`config.mk`:
```
export PLATFORM = sky130hd
export DESIGN_NAME = spectrum_peak_finder
export DESIGN_NICKNAME = d
export VERILOG_FILES = /design/src/rtl/spectrum_peak_finder_pkg.sv /design/src/rtl/spectrum_peak_finder_mag_sq_pipe.sv /design/src/rtl/spectrum_peak_finder.sv
export SDC_FILE = /design/constraint.sdc
export NUM_CORES = 2
export LEC_CHECK = 0
export CORE_MARGIN = 2
export CORE_UTILIZATION = 45
export CTS_CLUSTER_SIZE = 8
export DETAILED_ROUTE_END_ITERATION = 7
export PLACE_DENSITY = 0.68
export SLEW_MARGIN = 10
export SYNTH_ARGS = -nofsm -noshare
export SYNTH_HDL_FRONTEND = slang
export SYNTH_SLANG_ARGS = --single-unit
```
`constraint.sdc`:
```
create_clock -name clk -period 8.8 [get_ports clk]
set_input_delay 2.64 -clock clk [delete_from_list [all_inputs] [get_ports clk]]
set_output_delay 2.64 -clock clk [all_outputs]
set_load 0.01 [all_outputs]
```
`src/rtl/spectrum_peak_finder_pkg.sv`:
```
// -----------------------------------------------------------------------------
// spectrum_peak_finder_pkg
// Constants and types shared by the spectral peak finder and the downstream
// frequency-conversion stage.
//   NFFT_MIN / NFFT_MAX : legal range of log2(N) on curr_nfft
//   NFFT_DEFAULT        : log2(N) used when curr_nfft is out of range
//   FS_HZ               : sample rate, so bin -> Hz is index * FS_HZ / N
//   state_t             : frame scan FSM states
//   effective_nfft()    : clamps a requested log2(N) to a supported one
// -----------------------------------------------------------------------------
package spectrum_peak_finder_pkg;

  localparam int NFFT_MIN     = 7;
  localparam int NFFT_MAX     = 10;
  localparam int NFFT_DEFAULT = 10;
  localparam int FS_HZ        = 48000;

  typedef enum logic [1:0] {
    IDLE    = 2'd0,
    RUN     = 2'd1,
    DRAIN   = 2'd2,
    PUBLISH = 2'd3
  } state_t;

  // Out-of-range sizes fall back to the largest transform.
  function automatic logic [3:0] effective_nfft(input logic [4:0] nfft);
    if ((nfft >= 5'(NFFT_MIN)) && (nfft <= 5'(NFFT_MAX))) begin
      return nfft[3:0];
    end
    return 4'(NFFT_DEFAULT);
  endfunction

endpackage

```
`src/rtl/spectrum_peak_finder_mag_sq_pipe.sv`:
```
// -----------------------------------------------------------------------------
// mag_sq_pipe
// Two-stage signed magnitude-squared pipeline: stage 1 registers re^2 and
// im^2, stage 2 registers their unsigned sum. A valid/index sideband travels
// alongside so the consumer knows which bin each magnitude belongs to.
//   clk, rst           : clock, synchronous active-high reset
//   in_valid, in_index : sideband entering with the sample
//   re, im             : signed sample components
//   out_valid          : out_mag/out_index hold a new result
//   out_index          : bin index of that result
//   out_mag            : re^2 + im^2, unsigned, 2*DATA_W bits
// -----------------------------------------------------------------------------
module mag_sq_pipe #(
  parameter int DATA_W = 16,
  parameter int IDX_W  = 10
) (
  input  logic                     clk,
  input  logic                     rst,
  input  logic                     in_valid,
  input  logic [IDX_W-1:0]         in_index,
  input  logic signed [DATA_W-1:0] re,
  input  logic signed [DATA_W-1:0] im,
  output logic                     out_valid,
  output logic [IDX_W-1:0]         out_index,
  output logic [2*DATA_W-1:0]      out_mag
);

  // Operands are widened before the multiply so (-2^(DATA_W-1))^2 is exact.
  logic signed [2*DATA_W-1:0] re_ext;
  logic signed [2*DATA_W-1:0] im_ext;
  logic signed [2*DATA_W-1:0] re_sq_q;
  logic signed [2*DATA_W-1:0] im_sq_q;
  logic [IDX_W-1:0]           idx1_q;
  logic                       valid1_q;

  assign re_ext = {{DATA_W{re[DATA_W-1]}}, re};
  assign im_ext = {{DATA_W{im[DATA_W-1]}}, im};

  // Only the valid bits need reset: a flushed pipeline must not emit a stale
  // result, while the data path is meaningless without its valid.
  // NOTE: sequential state uses non-blocking (<=) so every register samples
  // values from before the edge; blocking (=) would chain stages in one cycle.
  always_ff @(posedge clk) begin
    if (rst) begin
      valid1_q  <= 1'b0;
      out_valid <= 1'b0;
    end else begin
      valid1_q  <= in_valid;
      out_valid <= valid1_q;
    end
  end

  // NOTE: datapath registers are deliberately left out of reset; they are
  // qualified by the valid bits above and reset-free flops map cleanly into
  // the DSP slice pipeline registers.
  always_ff @(posedge clk) begin
    re_sq_q   <= re_ext * re_ext;
    im_sq_q   <= im_ext * im_ext;
    idx1_q    <= in_index;
    // Each square is at most 2^(2*DATA_W-2), so the sum cannot overflow.
    out_mag   <= $unsigned(re_sq_q) + $unsigned(im_sq_q);
    out_index <= idx1_q;
  end

endmodule

```
`src/rtl/spectrum_peak_finder.sv`:
```
// -----------------------------------------------------------------------------
// spectrum_peak_finder
// Scans one FFT output frame per pass and reports the strongest bin in the
// positive-frequency half (MIN_BIN .. N/2-1) with its magnitude-squared.
//   clk, rst     : clock, synchronous active-high reset
//   curr_nfft    : log2(N), 7..10 (others mean 10), sampled on first beat
//   s_re, s_im   : signed bin value; s_valid/s_ready handshake, s_last = EOF
//   max_index    : winning bin of the last completed frame
//   max_mag      : its re^2+im^2
//   max_valid    : one-cycle pulse when the outputs above are refreshed
//   frame_err    : last completed frame length differed from N
// A frame ends on s_last or on bin N-1, whichever comes first; the block then
// stalls four cycles while the magnitude/compare pipeline drains, publishes,
// and accepts the next frame.
// -----------------------------------------------------------------------------
module spectrum_peak_finder
  import spectrum_peak_finder_pkg::*;
#(
  parameter int DATA_W  = 16,
  parameter int IDX_W   = 10,
  parameter int MIN_BIN = 1
) (
  input  logic                     clk,
  input  logic                     rst,
  input  logic [4:0]               curr_nfft,
  input  logic signed [DATA_W-1:0] s_re,
  input  logic signed [DATA_W-1:0] s_im,
  input  logic                     s_valid,
  input  logic                     s_last,
  output logic                     s_ready,
  output logic [IDX_W-1:0]         max_index,
  output logic [2*DATA_W-1:0]      max_mag,
  output logic                     max_valid,
  output logic                     frame_err
);

  state_t state;
  state_t next_state;

  logic [3:0]          nfft_q;
  logic [3:0]          nfft_cur;
  logic [IDX_W-1:0]    next_bin;
  logic [IDX_W-1:0]    bin_k;
  logic [IDX_W-1:0]    last_bin;
  logic [IDX_W-1:0]    half_last;
  logic [1:0]          drain_cnt;
  logic                err_q;
  logic [2*DATA_W-1:0] best_mag;
  logic [IDX_W-1:0]    best_idx;

  logic accept_ok;
  logic beat;
  logic first_beat;
  logic is_last_bin;
  logic frame_end;
  logic in_window;
  logic publish_load;

  logic                pipe_valid;
  logic [IDX_W-1:0]    pipe_index;
  logic [2*DATA_W-1:0] pipe_mag;

  // ---------------------------------------------------------------------------
  // Beat bookkeeping
  // ---------------------------------------------------------------------------
  // Ready is gated by rst so no beat is taken while reset is being applied.
  assign accept_ok  = ((state == IDLE) || (state == RUN)) && !rst;
  assign s_ready    = accept_ok;
  assign beat       = s_valid && accept_ok;
  assign first_beat = beat && (state == IDLE);

  // The first beat of a frame uses curr_nfft directly; later beats use the
  // latched copy so mid-frame changes are ignored.
  assign nfft_cur  = (state == IDLE) ? effective_nfft(curr_nfft) : nfft_q;
  assign bin_k     = (state == IDLE) ? '0 : next_bin;
  assign last_bin  = IDX_W'((32'd1 << nfft_cur) - 32'd1);
  assign half_last = last_bin >> 1;

  assign is_last_bin = (bin_k == last_bin);
  assign frame_end   = beat && (s_last || is_last_bin);
  assign in_window   = (bin_k >= IDX_W'(MIN_BIN)) && (bin_k <= half_last);

  // Final beat enters P1 on edge E, its sum is out of P2 after E+1 and the
  // best register holds it after E+2; outputs load on E+3 (third DRAIN cycle).
  assign publish_load = (state == DRAIN) && (drain_cnt == 2'd2);

  // ---------------------------------------------------------------------------
  // Magnitude pipeline (P1 squares, P2 sum). Out-of-window beats never enter.
  // ---------------------------------------------------------------------------
  mag_sq_pipe #(
    .DATA_W (DATA_W),
    .IDX_W  (IDX_W)
  ) u_mag_sq_pipe (
    .clk       (clk),
    .rst       (rst),
    .in_valid  (beat && in_window),
    .in_index  (bin_k),
    .re        (s_re),
    .im        (s_im),
    .out_valid (pipe_valid),
    .out_index (pipe_index),
    .out_mag   (pipe_mag)
  );

  // ---------------------------------------------------------------------------
  // FSM
  // ---------------------------------------------------------------------------
  always_ff @(posedge clk) begin
    if (rst) begin
      state <= IDLE;
    end else begin
      state <= next_state;
    end
  end

  // NOTE: every output of this block gets a default before the case so no
  // path leaves it unassigned, which would otherwise infer a latch.
  always_comb begin
    next_state = state;
    max_valid  = 1'b0;
    case (state)
      IDLE, RUN: begin
        if (beat) begin
          next_state = frame_end ? DRAIN : RUN;
        end
      end
      DRAIN: begin
        if (drain_cnt == 2'd2) begin
          next_state = PUBLISH;
        end
      end
      PUBLISH: begin
        max_valid  = 1'b1;
        next_state = IDLE;
      end
      default: next_state = IDLE;
    endcase
  end

  // ---------------------------------------------------------------------------
  // Counter, error flag, P3 best register and published outputs
  // ---------------------------------------------------------------------------
  always_ff @(posedge clk) begin
    if (rst) begin
      nfft_q    <= 4'(NFFT_DEFAULT);
      next_bin  <= '0;
      drain_cnt <= 2'd0;
      err_q     <= 1'b0;
      best_mag  <= '0;
      best_idx  <= IDX_W'(MIN_BIN);
      max_index <= '0;
      max_mag   <= '0;
      frame_err <= 1'b0;
    end else begin
      if (beat) begin
        next_bin <= bin_k + 1'b1;
      end
      if (first_beat) begin
        nfft_q <= nfft_cur;
      end

      // Error is decided once, on the beat that ends the frame: s_last and
      // "this is bin N-1" must coincide.
      if (frame_end) begin
        err_q <= (s_last != is_last_bin);
      end else if (first_beat) begin
        err_q <= 1'b0;
      end

      drain_cnt <= (state == DRAIN) ? drain_cnt + 2'd1 : 2'd0;

      // Strict greater-than keeps the lowest index on ties; starting from
      // (MIN_BIN, 0) makes an all-zero window report MIN_BIN.
      if (first_beat) begin
        best_mag <= '0;
        best_idx <= IDX_W'(MIN_BIN);
      end else if (pipe_valid && (pipe_mag > best_mag)) begin
        best_mag <= pipe_mag;
        best_idx <= pipe_index;
      end

      if (publish_load) begin
        max_index <= best_idx;
        max_mag   <= best_mag;
        frame_err <= err_q;
      end
    end
  end

endmodule

```
# After elaboration in Yosys (flattened, before gate mapping)
# Index checks and enable logic that the tools add are counted.
dict set report totals {
  register_bits 222
  input_bits 41
  output_inout_bits 45
  wordCells 68
}
dict set report classes {
  add_sub_neg 4
  mul 2
  magnitude_cmp 5
  n_eq_ne 8
  shift 1
  n_mux 12
  bitwise 1
  reduce_logical 18
}
# op n
set op_table {}
lappend op_table {{multiplier 16 x 16 -> 32 bit} 2}
lappend op_table {{adder 32 bit} 1}
lappend op_table {{> comparator 32 bit} 1}
lappend op_table {{2-to-1 mux 4 bit} 3}
lappend op_table {{adder 10 x 1 -> 10 bit (second input constant)} 1}
lappend op_table {{== test 10 bit} 1}
lappend op_table {{>= comparator 10 x 1 -> 1 bit (second input constant)} 1}
lappend op_table {{<= comparator 10 x 9 -> 1 bit} 1}
lappend op_table {{2-to-1 mux 10 bit} 1}
lappend op_table {{<< shifter 1 x 4 -> 10 bit (first input constant)} 1}
lappend op_table {{subtractor 10 x 1 -> 10 bit (second input constant)} 1}
lappend op_table {{logical AND 1 bit} 9}
lappend op_table {{== test 2 bit (second input constant)} 3}
lappend op_table {{2-to-1 mux 2 bit} 3}
lappend op_table {{one-hot mux 2 bit (3 select lines)} 1}
lappend op_table {{OR reduction 2 bit} 3}
lappend op_table {{>= comparator 5 x 3 -> 1 bit (second input constant)} 1}
lappend op_table {{<= comparator 5 x 4 -> 1 bit (second input constant)} 1}
lappend op_table {{2-to-1 mux 1 bit} 4}
lappend op_table {{adder 2 x 1 -> 2 bit (second input constant)} 1}
lappend op_table {{== test 2 x 1 -> 1 bit (second input constant)} 1}
lappend op_table {{logical NOT 2 bit} 1}
lappend op_table {{logical OR 1 bit} 2}
lappend op_table {{!= test 2 x 1 -> 1 bit (second input constant)} 1}
lappend op_table {{6 further kinds} 6}

# Depth between registers and ports, before layout
dict set report depth {
  ltp_word 13
  ltp_mapped 26
  ltp_nobuf 24
}

# By module
# A second synthesis with hierarchy kept.
dict set report hier_totals {
  cells_unflattened 3007
  area_unflattened_um2 27302.4
}
# module n_inst cells_per_inst area_each_um2 seq_area_each_um2
set by_module_without_submodules {}
lappend by_module_without_submodules {mag_sq_pipe 1 2274 21578.2 2322.2}
lappend by_module_without_submodules {spectrum_peak_finder 1 733 5724.2 2082.0}

# Least setup slack after synthesis
# OpenSTA, ideal clock, no wires.
dict set report synth_path {
  path_kind {input-to-reg}
  startpoint {in s_im[15]}
  endpoint {reg u_mag_sq_pipe.im_sq_q[31]}
  setup_ns 0.121
  arrival_ns 8.442
  required_time_ns 8.679
  path_slack_ns 0.237
  stages 21
  path_buffers 2
  path_cell_list {clkbuf_1 -> inv_1 -> buf_1 -> nor2_1 -> fa_1 -> fa_1 -> fa_1 -> fa_1 -> fa_1 -> inv_1 -> fa_1 -> inv_1 -> ha_1 -> nand4_1 -> or3_1 -> o32ai_1 -> a21oi_1 -> a211oi_1 -> o21a_1 -> nor2_1 -> xnor2_1}
}
dict set report synth_between {
  elab_chain_cells 1
}
# item line
set synth_rtl {}
lappend synth_rtl {{start, declared} spectrum_peak_finder.sv:27} ;# input logic signed [DATA_W-1:0] s_im,
lappend synth_rtl {{multiplier 16 x 16 -> 32 bit} spectrum_peak_finder_mag_sq_pipe.sv:58} ;# im_sq_q <= im_ext * im_ext;
lappend synth_rtl {{end signal, assigned} spectrum_peak_finder_mag_sq_pipe.sv:58}
lappend synth_rtl {{end, declared} spectrum_peak_finder_mag_sq_pipe.sv:32} ;# logic signed [2*DATA_W-1:0] im_sq_q;
# No other way between the ends.
# A chain may end at the register's enable or synchronous reset.

# Worst setup path in the final report
dict set report layout_path {
  startpoint {in s_im[3]}
  endpoint {reg u_mag_sq_pipe.im_sq_q[31]}
}
# Same word-level chain as after synthesis.

==> impl_metrics.json <==
{
  "startpoint_type": "input pin",
  "netlist_area_mm2": 0.0267,
  "cp-end-kind": "flip-flop",
  "vias": 19027,
  "min_path_type": "flip-flop to flip-flop",
  "holdPathEnd": "u_mag_sq_pipe.out_index[6]",
  "ys.flop_type": "dfxtp_1",
  "min_period_ns": 8.46,
  "antenna_found_initial": 0,
  "syn_nets": 3666,
  "synth_top_area_share_pct": 35.0,
  "synth-seq-area-share_pct": 16.5,
  "grt_first_pass_wirelength_um": 95300,
  "rsz0062_at_grt": "no",
  "dieHeight_um": 248,
  "holdCritStartpoint": "u_mag_sq_pipe.idx1_q[6]",
  "rows": 89,
  "ctsResizeCount": 0,
  "clockBufferDepth": 3,
  "synth-edff-count": 0,
  "max_clock_freq_mhz": 118,
  "cts_setup_buffers": 0,
  "synthCells": 2897,
  "track_usage_pct": 19.0,
  "wirelength_um": 54500,
  "start_util_pct": 45.4,
  "async_reset_ff_share_pct": 0,
  "setup_viol": 0,
  "dieArea_mm2": 0.0613,
  "cts_tree": "yes",
  "final.period_utilization_pct": 96.2,
  "ant_nets": 0,
  "drtPass1Iterations": 5,
  "worstMarginPinSlew_ns": 1.01,
  "final-hold-violation-count": 0,
  "r2r_start": "state[1]",
  "viasPerCell": 4.86,
  "gp_congestion": 0.854,
  "utilization_pct": 52.1,
  "required_ns": 9.22,
  "wire_per_inst_um": 13.9,
  "cap_viol_max_count": 0,
  "synth_cell_types": 77,
  "synth_warnings": 0,
  "cts_hold_buffers": 0,
  "yosys_register_bits": 220,
  "crit_chain": "clkdlybuf4s50_1 > nand2_1 > fa_1 > fa_1 > fa_1 > inv_1 > fa_1 > fa_1 > inv_1 > fa_1 > inv_1 > ha_1 > nand4_1 > or2_2 > or3_1 > o32ai_1 > a21oi_1 > a211oi_1 > o21a_1 > nor2_1 > xnor2_1",
  "r2r_cells": 15,
  "arrival_ns": 8.88,
  "max_stage_delay_ns": 0.64,
  "pin_count": 86,
  "core-area_mm2": 0.0588,
  "cpMostUsedCell": "fa_1",
  "whs_ns": 0.317,
  "drc_errors": 0,
  "path_clk_slew_ns": 0.05,
  "ys_top_cells_by_area": "fa_1 35%, dfxtp_1 16%, ha_1 12%",
  "startpoint": "s_im[3]",
  "r2r-end": "err_q",
  "antenna_cells": 0,
  "grt_pass1_vias": 20352,
  "area_delta_synth_final_pct": 14.8,
  "gr-total-overflow": 0,
  "h-tree-depth": 1,
  "nets": 3908,
  "cp_slowest_cell": "clkdlybuf4s50_1",
  "relSlewSlack_pct": 32.9,
  "outcome": "completed",
  "cp_max_fo": 7,
  "dp.final_hpwl_um": 46700,
  "drtIter0Drc": 702,
  "grt_max_degree": 67,
  "clock-sinks": 220,
  "synth.avg_cell_area_um2": 9.22,
  "fillCellCount": 5333,
  "die_x_um": 248,
  "layout-drive-gt1-share_pct": 8.82,
  "synth.largest_area_cell": "fa_1",
  "min_path_cells": 0,
  "crit_type": "input pin to flip-flop",
  "slew_violations": 0,
  "worstSkewPairLatency_ns": 0.56,
  "portBuffers": 85,
  "root_buffer": "clkbuf_16",
  "ff2ff_setup_slack_ns": 4.94,
  "finClkSkew_ns": 0.0231,
  "cts_buffers": 31
}
==> metrics by stage <==
step	std cells	instance area (um^2)	setup WS, ns	TNS [ns]
6_report	3913	30700	0.339	0
2_1_floorplan	2897	26700	0.237	0
4_1_cts	3913	30700	0.335	0
3_5_place_dp	3879	29800	-0.200	-1.30
3_3_place_gp	3879	29800	-0.154	-0.870
5_1_grt	3913	30700	0.0401	0
==> metal layers <==
metal  global-route usage, %  vias to the layer above  share of wire, %
met2                    34.0                      295                50
met4                    3.58                        0               1.7
met1                    24.9                     9331                44
met3                    2.23                       72               3.8
met5                       0                        -                 0
li1                        -                     9329                 -
==> cell usage after synthesis, drive strengths merged, types with 4 or more instances <==
cell type,number
a2111oi,4
a211oi,15
a21o,29
a21oi,120
a22oi,5
a31o,13
a31oi,11
and2,81
and3,13
and4,4
buf,9
clkbuf,78
dfxtp,220
fa,467
ha,261
inv,698
mux2i,49
nand2,286
nand2b,12
nand3,29
nand3b,5
nand4,10
nor2,165
nor2b,14
nor3,21
nor4,4
o21a,12
o21ai,56
o21bai,14
o31ai,4
or2,8
or3,8
or4,4
xnor2,97
xor2,31
==> state kept, by name, indices dropped and copies added (netlist names) <==
register,flops
state,2
u_mag_sq_pipe.valid1_q,1
u_mag_sq_pipe.out_valid,1
best_idx,10
err_q,1
u_mag_sq_pipe.out_mag,32
u_mag_sq_pipe.im_sq_q,31
u_mag_sq_pipe.re_sq_q,31
next_bin,10
frame_err,1
u_mag_sq_pipe.idx1_q,10
max_mag,32
nfft_q,4
best_mag,32
max_index,10
drain_cnt,2
u_mag_sq_pipe.out_index,10
==> area by class of cell <==
class                      instances  area [um^2]  area share, %
clock buffer                      32          779           2.54
timing repair buffer             296         2520           8.21
tap                              773          967           3.16
inverter                         699         2620           8.56
sequential                       220         4400           14.4
multi-input combinational       1891        19300           63.1
clock inverter                     2         25.0         0.0816
==> layout by cell type, fill, tap and decap left out, types with 31 or more instances in the layout <==
master | netlist | routed
mux2i_1 | 49 | 49
buf_4 | 0 | 204
and2_1 | 77 | 77
nand2_1 | 286 | 286
dfxtp_1 | 220 | 220
ha_1 | 261 | 261
a21oi_1 | 119 | 119
clkdlybuf4s50_1 | 0 | 84
xor2_1 | 31 | 31
nor2_1 | 165 | 165
xnor2_1 | 96 | 96
inv_1 | 697 | 697
clkbuf_16 | 0 | 31
o21ai_0 | 53 | 53
fa_1 | 467 | 467
==> worst max-delay path by stage <==
| stage | end | slack (ns) | depth (start not counted) |
|---|---|---|---|
| 2_1_floorplan | u_mag_sq_pipe.im_sq_q[31] | 0.24 | 21 |
| 3_3_place_gp | u_mag_sq_pipe.re_sq_q[31] | -0.15 | 20 |
| 3_5_place_dp | u_mag_sq_pipe.im_sq_q[31] | -0.20 | 20 |
| 4_1_cts | u_mag_sq_pipe.re_sq_q[31] | 0.33 | 20 |
| 5_1_grt | u_mag_sq_pipe.re_sq_q[31] | 0.04 | 20 |
| 6_report | u_mag_sq_pipe.im_sq_q[31] | 0.34 | 21 |
==> worst max-delay path: cells and delay by family <==
family	cells	cell delay (ns)
buffers and inverters	4	0.79
AND/OR/NAND/NOR	5	0.98
AO/OA/AOI/OAI	4	0.99
adder cells (fa/ha/maj)	7	3.35
XOR/XNOR	1	0.12
==> cell families (layout without fill, tap and decap cells) <==
family / count (synthesis) / after routing / synth area share [%]
AOI/OAI and AO/OA: 312 / 312 / 7.46
xor gates and xnor gates: 128 / 128 / 4.23
adders and majority gates: 728 / 728 / 47.2
buffers and inverters: 786 / 1029 / 11.1
DFF: 220 / 220 / 16.5
muxes: 49 / 49 / 1.84
and+or+nand+nor: 674 / 674 / 11.6
Power is left out: the tool's default activity adds up to more than one toggle a clock period on the data nets, which glitch-free logic cannot reach.
